[config.mk]
export PLATFORM = sky130hd
export DESIGN_NAME = sw_seq_loader
export DESIGN_NICKNAME = d
export VERILOG_FILES = /design/src/rtl/sw_seq_loader.sv
export SDC_FILE = /design/constraint.sdc
export NUM_CORES = 1
export LEC_CHECK = 0
export BUFFER_PORTS_ARGS = -buffer_cell sky130_fd_sc_hd__buf_2
export CORE_MARGIN = 2
export CORE_UTILIZATION = 46
export CTS_BUF_LIST = sky130_fd_sc_hd__clkbuf_4 sky130_fd_sc_hd__clkbuf_8
export DETAILED_ROUTE_END_ITERATION = 8
export HOLD_SLACK_MARGIN = 0.12
export PLACE_DENSITY = 0.69
export REMOVE_ABC_BUFFERS = 1
export SLEW_MARGIN = 20
export SYNTH_ARGS = -nofsm -noshare
export SYNTH_HDL_FRONTEND = slang
export SYNTH_SLANG_ARGS = --single-unit
[constraint.sdc]
create_clock -name clk -period 5.35 [get_ports clk]
set_clock_uncertainty 0.2 [all_clocks]
set_input_delay 1.07 -clock clk [delete_from_list [all_inputs] [get_ports clk]]
set_output_delay 1.07 -clock clk [all_outputs]
set_load 0.02 [all_outputs]
[src/rtl/sw_seq_loader.sv]
// sw_seq_loader: ASCII base-stream front end for smith_waterman.
// Parses records of the form <ref bases> '|' <query bases> '\n', packs each
// base into 2 bits (first base in the MSB slot) and holds the finished
// record on the outputs until the consumer acknowledges it.
// Build option: define SW_LOADER_LOWERCASE_EN to accept 'a','t','g','c'
// with the same codes as upper case. Left undefined, they are rejected.
//
// state        | meaning
// S_LOAD_REF   | collecting reference bases until '|'
// S_LOAD_QUERY | collecting query bases until '\n'
// S_DONE       | record complete, outputs held, input stalled until seq_ack
// S_FLUSH      | malformed record dropped, discarding bytes through '\n'
module sw_seq_loader #(
  parameter int REF_LEN    = 15,
  parameter int QUERY_LEN  = 10,
  parameter int BASE_WIDTH = 2
) (
  input  logic                            clk,
  input  logic                            rst,
  input  logic [7:0]                      in_data,
  input  logic                            in_valid,
  output logic                            in_ready,
  output logic [REF_LEN*BASE_WIDTH-1:0]   ref_seq,
  output logic [QUERY_LEN*BASE_WIDTH-1:0] query_seq,
  output logic [7:0]                      ref_len,
  output logic [7:0]                      query_len,
  output logic                            seq_valid,
  input  logic                            seq_ack,
  output logic                            err_char
);

  localparam logic [7:0] REF_MAX   = 8'(REF_LEN);
  localparam logic [7:0] QUERY_MAX = 8'(QUERY_LEN);
  localparam logic [7:0] CH_BAR    = 8'h7C;
  localparam logic [7:0] CH_LF     = 8'h0A;
  localparam logic [7:0] CH_CR     = 8'h0D;

  typedef enum logic [1:0] {
    S_LOAD_REF,
    S_LOAD_QUERY,
    S_DONE,
    S_FLUSH
  } state_t;

  state_t                            state;
  state_t                            state_n;
  logic [REF_LEN*BASE_WIDTH-1:0]     ref_n;
  logic [QUERY_LEN*BASE_WIDTH-1:0]   query_n;
  logic [7:0]                        rlen_n;
  logic [7:0]                        qlen_n;
  logic                              err_n;
  logic                              bad;
  logic                              accept;
  logic [2:0]                        dec;

  // Returns {is_base, code}; code is only meaningful when is_base is set.
  function automatic logic [2:0] decode_base(input logic [7:0] ch);
    logic [7:0] c;
    c = ch;
`ifdef SW_LOADER_LOWERCASE_EN
    if (ch >= 8'h61 && ch <= 8'h7A) c = ch - 8'h20;
`endif
    case (c)
      8'h41:   decode_base = 3'b1_00;
      8'h54:   decode_base = 3'b1_01;
      8'h47:   decode_base = 3'b1_10;
      8'h43:   decode_base = 3'b1_11;
      default: decode_base = 3'b0_00;
    endcase
  endfunction

  // Ready is held low while in reset so nothing is taken before the FSM is known.
  assign in_ready  = rst && (state != S_DONE);
  assign seq_valid = (state == S_DONE);
  assign accept    = in_valid && in_ready;
  assign dec       = decode_base(in_data);

  // Next-state, packing and error decision for the byte on the input.
  always_comb begin
    state_n = state;
    ref_n   = ref_seq;
    query_n = query_seq;
    rlen_n  = ref_len;
    qlen_n  = query_len;
    err_n   = 1'b0;
    bad     = 1'b0;
    case (state)
      S_LOAD_REF: begin
        if (accept) begin
          if (dec[2]) begin
            if (ref_len < REF_MAX) begin
              for (int i = 0; i < REF_LEN; i++) begin
                if (ref_len == 8'(i))
                  ref_n[(REF_LEN-1-i)*BASE_WIDTH +: BASE_WIDTH] = dec[1:0];
              end
              rlen_n = ref_len + 8'd1;
            end else begin
              bad = 1'b1;
            end
          end else if (in_data == CH_BAR && ref_len != 8'd0) begin
            state_n = S_LOAD_QUERY;
          end else if (in_data != CH_CR) begin
            bad = 1'b1;
          end
        end
      end
      S_LOAD_QUERY: begin
        if (accept) begin
          if (dec[2]) begin
            if (query_len < QUERY_MAX) begin
              for (int i = 0; i < QUERY_LEN; i++) begin
                if (query_len == 8'(i))
                  query_n[(QUERY_LEN-1-i)*BASE_WIDTH +: BASE_WIDTH] = dec[1:0];
              end
              qlen_n = query_len + 8'd1;
            end else begin
              bad = 1'b1;
            end
          end else if (in_data == CH_LF && query_len != 8'd0) begin
            state_n = S_DONE;
          end else if (in_data != CH_CR) begin
            bad = 1'b1;
          end
        end
      end
      S_DONE: begin
        if (seq_ack) begin
          ref_n   = '0;
          query_n = '0;
          rlen_n  = 8'd0;
          qlen_n  = 8'd0;
          state_n = S_LOAD_REF;
        end
      end
      S_FLUSH: begin
        if (accept && in_data == CH_LF) state_n = S_LOAD_REF;
      end
      default: state_n = S_LOAD_REF;
    endcase

    // A '\n' that is itself the offence already ends the record, so no flush.
    if (bad) begin
      ref_n   = '0;
      query_n = '0;
      rlen_n  = 8'd0;
      qlen_n  = 8'd0;
      err_n   = 1'b1;
      state_n = (in_data == CH_LF) ? S_LOAD_REF : S_FLUSH;
    end
  end

  // State, record registers and error pulse, with synchronous active-low reset.
  always_ff @(posedge clk) begin
    if (!rst) begin
      state     <= S_LOAD_REF;
      ref_seq   <= '0;
      query_seq <= '0;
      ref_len   <= 8'd0;
      query_len <= 8'd0;
      err_char  <= 1'b0;
    end else begin
      state     <= state_n;
      ref_seq   <= ref_n;
      query_seq <= query_n;
      ref_len   <= rlen_n;
      query_len <= qlen_n;
      err_char  <= err_n;
    end
  end

endmodule

==> reports/summary.md, run 1 <==
The run finished with clean final reports. Across the run, the number of max-cap violations was 0. Of all nets on the critical path, the largest fanout is 39.

Static timing analysis puts the maximum clock frequency at 292.9 MHz. In this run the horizontal extent of the chip is 93.06 um. The cell sitting at the root of the clock tree is a sky130_fd_sc_hd__clkbuf_8. The I/O pin count is 81. In this run the post-CTS setup repair buffer count came out at 0. The mean post-synth cell area came out at 8.942 sq um. The count of unique library cells instantiated by Yosys was 54; the half-perimeter wire length after placement was 6230 um.

In this run the vertical extent of the chip is 93.06 um. End point of the most critical hold path: query_seq[4]$_SDFFE_PP0P_. The via count of the first global-routing pass was 2999; the power per cell area was 238.3 mW/mm^2. The synthesized netlist devotes 2.743% of its cell area to adder and majority cells. The logs give 0 for the remaining routing DRC violations and 139.3 uV for the maximum ir drop on the vdd rail. During placement, the flow inserted port buffers numbering 80. The count of nets left with antenna violations once routing finished came out at 0. Of the total synthesized cell area, the portion taken by AND, OR, NAND and NOR gates is 27.61%.

After synthesis, the largest family of logic cells by area is simple AND/OR/NAND/NOR gates. The cell area after placement is 0.004020 sq mm. Yosys attributes the largest share of cell area to sky130_fd_sc_hd__dfxtp_1 (38%), sky130_fd_sc_hd__mux2i_1 (13%), sky130_fd_sc_hd__nor2_1 (5.8%), sky130_fd_sc_hd__a21oi_1 (3.2%), sky130_fd_sc_hd__nor3_2 (3.0%). By count the netlist is led by sky130_fd_sc_hd__dfxtp_1 (69), sky130_fd_sc_hd__nor2_1 (56), sky130_fd_sc_hd__mux2i_1 (46), sky130_fd_sc_hd__a21oi_1 (23), sky130_fd_sc_hd__nand2_1 (21).

Summing all non-filler instances in the final layout gives an area of 0.004220 sq mm. The first global-routing pass estimated 14580 um of wire. The startpoint identified for the worst register-to-register timing path is state[0]$_SDFFE_PN0P_.

The number of iterations in the first detailed-routing pass is 5, and the initial core utilization is 47.46%. For this run, the leading register cell type out of synthesis is sky130_fd_sc_hd__dfxtp_1. The min-delay analysis places its worst path in the category flop to flop. Of the available clock period, the critical path in the final layout requires 63.82%. The logs give 0 for the initial antenna violation count and 739 for the filler cell count in the final layout.

Setup slack on the critical path of the routed design comes to 1936 ps. Summing the areas of all xor and xnor instances in the mapped netlist gives 1.680% of the synthesized area. Summing internal, switching and leakage power gives 1006 uW. The number of cells on the worst hold path was 2; the diode insertion count for antenna repair was 0.

After detailed routing, the total wire length is 8981 um. Setup repair after global routing left no endpoint under its margin. Clock latency on the worst-skew pair, taken at its later pin, is 340 ps.

After floorplanning, the core was divided into 32 placement rows. The cell area after synthesis is 0.003648 sq mm. The clock transition at the registers of the reported paths works out to 70 ps. The routed length per instance came out at 15.51 um. From synthesis to final layout, the design area changed by 15.67%. Entering global routing, the biggest net connects 40 pins.

The logs give 0 for the max-slew violation count and 579 for the number of non-filler instances in the completed layout. The clock period minus final worst setup slack came out at 3414 ps. The total overflow left after global routing is 0. The most common cell in the netlist is sky130_fd_sc_hd__dfxtp_1. sky130_fd_sc_hd__dfxtp_1 takes more of the synthesized area than any other cell. The number of setup violations in the final report is 0. The share of flip-flops with an asynchronous set or reset after synthesis was 0%.

After clock tree synthesis, the flow added hold-fix buffers numbering 0. For the pin with the worst max-slew slack, the measured transition is 1071 ps. Counting flops with a built-in enable in the synthesized netlist gives 0. After the last flow step, the layout net total stands at 492. In this run the critical register-to-register path is captured at ref_seq[11]$_SDFFE_PP0P_. The region available for standard cell placement spans 0.007687 sq mm. Critical setup path kind: input pin to flop. The worst setup path is launched from an input pin. TritonCTS built the clock tree. The tools report the number of warnings printed during yosys synthesis as 0.

OpenSTA, run right after detailed placement, puts the worst setup slack at 1591 ps. The worst setup path is captured at a flop. The detailed router finished its first iteration with 240 violations. In the routed layout, each cell is associated on average with a via count of 5.551.

Relative slew slack: 28.57%. Summed over all cells, the static leakage comes to 0.001752 uW. Synthesis produced a netlist whose cell count is 408.

The full die area is 0.008660 sq mm. Data on the critical path arrives at its endpoint at 3400 ps. The tools report the required time at the worst-slack endpoint as 5340 ps.

The tools report the number of clock buffers inserted by TritonCTS as 9. After synthesis, the share of cell area in mux cells is 12.93%. The run gives 563 as the instance count after placement with tap cells included. The routed layout has 3214 vias. The clock passes through at most 2 buffers.

The final count of hold timing violations was 0. The number of H-tree branching levels is 3, and the synthesized-area fraction occupied by ao, oa, aoi and oai cells is 11.97%. The top cell type by area accounts for 37.86% of the synthesized area. The share of the Yosys chip area taken by registers is 37.86%.

The run gives 0 as the number of instances resized during post-cts repair. Routability-driven placement finished with a final weighted congestion of 0.9037. The clock net in this run drives a total of 69 sinks. The cell count of the worst reg-to-reg path was 7. In this run the most critical hold path is launched from query_seq[4]$_SDFFE_PP0P_. Global routing used 20.95% of the available tracks. Cells with a size suffix above 1 make up 28.09% of the layout. Number of register bits inferred by synthesis: 69. Sum of negative setup slack: 0 ps. The setup check on the worst reg-to-reg path leaves a slack of 2040 ps.
per-layer routing:
metal	vias to the layer above	share of wire, %	track usage, %
met5	-	0	0
li1	1573	-	-
met3	13	5.0	3.465
met1	1525	46	27.60
met4	0	2.1	8.456
met2	103	47	34.24
worst max-delay path: stages:
cell and delay, ps:
sky130_fd_sc_hd__buf_2 130, sky130_fd_sc_hd__or4b_4 570, sky130_fd_sc_hd__nor3_2 180, sky130_fd_sc_hd__o2111ai_1 290, sky130_fd_sc_hd__nand3_2 650, sky130_fd_sc_hd__buf_4 410
sky130_fd_sc_hd__nor3_1 90
cell type report:
cell class / instances / area (sq um) / share of cell area, %
Tap cell: 102 / 127.6 / 3.024
Clock buffer: 11 / 138.9 / 3.291
Inverter: 5 / 18.77 / 0.4447
Clock inverter: 5 / 61.31 / 1.453
Timing Repair Buffer: 82 / 415.4 / 9.843
Multi-Input combinational cell: 305 / 2077 / 49.21
Sequential cell: 69 / 1381 / 32.73
registers in the layout, indices dropped and copies added (netlist names):
register	count
ref_seq	30
query_seq	20
query_len	8
ref_len	8
state	2
err_char	1
layout by cell type (no fill, tap or decap), types with 3 or more instances in the layout:
| cell | instances |
|---|---|
| sky130_fd_sc_hd__mux2i_1 | 46 |
| sky130_fd_sc_hd__nor2b_1 | 7 |
| sky130_fd_sc_hd__a21oi_2 | 5 |
| sky130_fd_sc_hd__nand3_2 | 3 |
| sky130_fd_sc_hd__nor3_2 | 11 |
| sky130_fd_sc_hd__xnor2_1 | 3 |
| sky130_fd_sc_hd__buf_2 | 80 |
| sky130_fd_sc_hd__nand2b_1 | 4 |
| sky130_fd_sc_hd__xor2_1 | 4 |
| sky130_fd_sc_hd__a31oi_1 | 8 |
| sky130_fd_sc_hd__o21ai_0 | 7 |
| sky130_fd_sc_hd__nand3_1 | 14 |
| sky130_fd_sc_hd__dfxtp_1 | 69 |
| sky130_fd_sc_hd__a21oi_1 | 23 |
| sky130_fd_sc_hd__o2111ai_1 | 6 |
| sky130_fd_sc_hd__or2_2 | 3 |
| sky130_fd_sc_hd__nor3_1 | 15 |
| sky130_fd_sc_hd__and2_1 | 13 |
| sky130_fd_sc_hd__nand2_1 | 21 |
| sky130_fd_sc_hd__clkinvlp_4 | 3 |
| sky130_fd_sc_hd__or3_1 | 3 |
| sky130_fd_sc_hd__inv_1 | 4 |
| sky130_fd_sc_hd__and3_1 | 4 |
| sky130_fd_sc_hd__nor2_1 | 56 |
| sky130_fd_sc_hd__ha_1 | 8 |
| sky130_fd_sc_hd__clkbuf_8 | 9 |
| sky130_fd_sc_hd__o21ai_1 | 4 |
| sky130_fd_sc_hd__nand4_1 | 7 |
worst max-delay path by stage:
stage / startpoint / to / slack [ps] / cells past startpoint
after floorplan: in_data[0] / ref_len[4]$_SDFFE_PP0P_ / 2120 / 6
after global placement: in_data[3] / ref_len[2]$_SDFFE_PP0P_ / 1670 / 8
after detailed placement: in_data[3] / ref_len[2]$_SDFFE_PP0P_ / 1590 / 8
after CTS: in_data[3] / ref_len[0]$_SDFFE_PP0P_ / 1950 / 8
after global routing: in_data[3] / ref_len[3]$_SDFFE_PP0P_ / 1690 / 8
final: in_data[3] / ref_len[0]$_SDFFE_PP0P_ / 1940 / 7
through the flow:
stage          util, %  hold slack, ps
2_1_floorplan        -           333.5
3_3_place_gp     52.29           258.9
3_5_place_dp     52.29           255.9
4_1_cts          54.90           265.7
5_1_grt          54.90           294.2
6_report         54.90           263.9
power breakdown:
part / leakage [uW] / switching, uW / internal [uW]
clock: 0.0000926 / 196 / 226
sequential: 0.000556 / 4.91 / 515
combinational: 0.00110 / 42.9 / 20.8
total: 0.00175 / 244 / 762
cell families (layout without fill, tap and decap cells):
family,after synthesis,after routing
AO/OA/AOI/OAI,66,66
XOR/XNOR,7,7
adder cells (fa/ha/maj),8,8
buffers and inverters,34,103
flip-flops,69,69
multiplexers,47,47
AND/OR/NAND/NOR,177,177
Note: power is estimated with default switching activity, not from simulation.
==> run 2, diff against run 1 <==
- clock period: 5.35 -> 3.55 ns (I/O delays scaled with it)
==> reports/summary.md, run 2 (synthesis results as in run 1) <==
The flow ran to the end, and the final reports show no timing, DRC or antenna violations. Setup violations remaining at the end of the flow were counted as 0. At the end of the flow the core is filled with cells to 56.09%.

The run gives 8908 um as the total wire length after detailed routing. The count of clock tree sinks is 69. TritonCTS built the clock tree. The buffer cell driving the clock tree root is sky130_fd_sc_hd__clkbuf_8. After detailed routing, the number of remaining DRC violations is 0.

Counting both buffers and inverters, the worst setup path holds a total of 2. The reported leakage power is 0.001818 uW, and the sum of negative setup slack is 0 ps. The tools report the required time at the worst-slack endpoint as 3600 ps. After clock tree synthesis, the repair step resized 0 gates. The number of hold buffers added after CTS was 0. IR analysis of the VDD net gives a maximum drop of 211.8 uV. The congestion estimate from routability-driven global placement came to 0.8741. The most common library cell in the layout ignoring fill and taps is sky130_fd_sc_hd__buf_2. For the setup slack of the critical path after layout, the log shows 719.6 ps. In this run the count of I/O pins placed on the die edge is 81.

In the layout the commonest cells are sky130_fd_sc_hd__buf_2 (80), sky130_fd_sc_hd__dfxtp_1 (69), sky130_fd_sc_hd__nor2_1 (56). The share of the cycle needed by the critical path after routing works out to 79.73%. The tools report the final count of hold timing violations as 0. The cell that appears most often on the critical path is sky130_fd_sc_hd__nand3_2. The run gives 21.46% as the global-route usage over all layers. The register with the most flip-flops in the layout has 30 of them.

The tools report the maximum root-to-sink buffer count as 2. For this configuration, the core starts out at a cell density of 47.46%. The run gives 296 as the first-iteration detailed-routing DRC count. The H-tree generated during clock tree synthesis spans 3 levels. At the pin with the least slew margin, the transition time is 645.0 ps. The number of setup buffers added after CTS is 0. The clock transition at the registers of the reported paths works out to 70 ps. From synthesis to final layout, the design area changed by 18.18%. The setup path with the least slack is of type flop to flop. Area of the placeable core: 0.007687 sq mm. The die outline height came out at 93.06 um. Setup repair after global routing left no endpoint under its margin. The run gives 0 as the max-capacitance violation count. The initial antenna violation count came out at 0. For the residual overflow from global routing, the log shows 0. The per-cell via count in the routed design was 5.503. The number of placement rows came out at 32.

The worst slack at placement was 599.5 ps; the clock latency on the worst-skew pair was 340 ps. Static timing analysis puts the maximum clock frequency at 353.3 MHz. The via count of the first global-routing pass was 3107; the clock period minus final worst setup slack was 2830 ps.

In the final routed layout, each cell accounts on average for 15.18 um. The element type at the critical path start was a flop. The max-slew violation count came out at 0.

For this design, the slowest cell found on the critical path is sky130_fd_sc_hd__dfxtp_1. In this run the tool buffered the top-level ports with 80 buffer cells. The total number of vias came out at 3230. Power per cell area: 368.6 mW/mm^2. In this run the tightest slew margin relative to its limit is 57.00%. The biggest cell delay along the critical path was 530 ps.

The run gives 0 as the count of nets left with antenna violations after detail routing. The die width works out to 93.06 um. The floorplan step defined a die boundary enclosing 0.008660 sq mm.

The overall power consumption is 1589 uW. The first global-routing pass estimated 15010 um of wire. The critical path goes through inv_1, ha_1, or3b_2, o211ai_2, or2_2, nand3_2, nand3_2, buf_12, nor3_1. Kind of cell adding the most delay to the critical path: simple AND/OR/NAND/NOR gates.

Fill cells in the final layout number 720. In this run, CTS created clock tree buffers numbering 9. The diode insertion count for antenna repair came out at 0. The largest register by flop count is ref_seq.

After legalization and detailed placement, the total HPWL measured 6312 um. At the worst endpoint, the arrival time is 2890 ps. The top fanout value on the critical path works out to 51. The largest registers in the layout are ref_seq x30, query_seq x20.

At the end of the flow, the number of nets in the layout was 500. Path class of the lowest-slack min-delay path: flop to flop. The fraction of final layout cells sized beyond drive strength 1 works out to 29.28%. Kind of end point of the critical path: a flop. Before antenna repair, the detailed router went through 7 iterations. Entering global routing, the biggest net connects 52 pins.
run 2: final cells by class:
class	instances	area, sq um	share of cell area [%]
Clock buffer	10	131.4	3.047
Clock inverter	6	87.58	2.031
Inverter	5	18.77	0.4353
Multi-Input combinational cell	305	2077	48.17
Sequential cell	69	1381	32.04
Tap cell	102	127.6	2.960
Timing Repair Buffer	90	488.0	11.32
run 2: stage by stage:
| stage | cell area (sq um) | hold WS (ps) | cells |
|---|---|---|---|
| after CTS | 4312 | 269.2 | 587 |
| final | 4312 | 266.3 | 587 |
| after global routing | 4312 | 291.7 | 587 |
| after detailed placement | 4093 | 259.1 | 571 |
| after global placement | 4093 | 255.7 | 571 |
| after floorplan | 3477 | 333.5 | 379 |
run 2: layer usage:
layer / GRT usage, % / up-vias / part of all wire (%) / routed length (um)
li1: - / 1586 / - / -
met4: 7.843 / 0 / 2.1 / 185
met5: 0 / - / 0 / 0
met3: 5.238 / 16 / 5.3 / 472
met1: 29.21 / 1525 / 47 / 4186
met2: 33.03 / 103 / 46 / 4064
run 2: path summary, 6_finish.rpt:
check                       startpoint                        end  slack (ps)  cells past startpoint
min          query_seq[4]$_SDFFE_PP0P_  query_seq[4]$_SDFFE_PP0P_         270                      2
max reg2reg    ref_len[0]$_SDFFE_PP0P_  query_len[6]$_SDFFE_PP0P_         720                      9
max            ref_len[0]$_SDFFE_PP0P_  query_len[6]$_SDFFE_PP0P_         720                      9
min reg2reg  query_seq[4]$_SDFFE_PP0P_  query_seq[4]$_SDFFE_PP0P_         270                      2
run 2: where the power goes:
group | internal [uW] | switching (uW) | leakage [uW]
sequential | 775 | 2.89 | 0.000556
clock | 403 | 301 | 0.000114
combinational | 36.0 | 70.8 | 0.00115
total | 1210 | 374 | 0.00182
run 2: worst register-to-register path: stages (launching register included):
cell,delay (ps)
sky130_fd_sc_hd__dfxtp_1,530
sky130_fd_sc_hd__inv_1,130
sky130_fd_sc_hd__ha_1,290
sky130_fd_sc_hd__or3b_2,240
sky130_fd_sc_hd__o211ai_2,80
sky130_fd_sc_hd__or2_2,310
sky130_fd_sc_hd__nand3_2,120
sky130_fd_sc_hd__nand3_2,300
sky130_fd_sc_hd__buf_12,310
sky130_fd_sc_hd__nor3_1,240
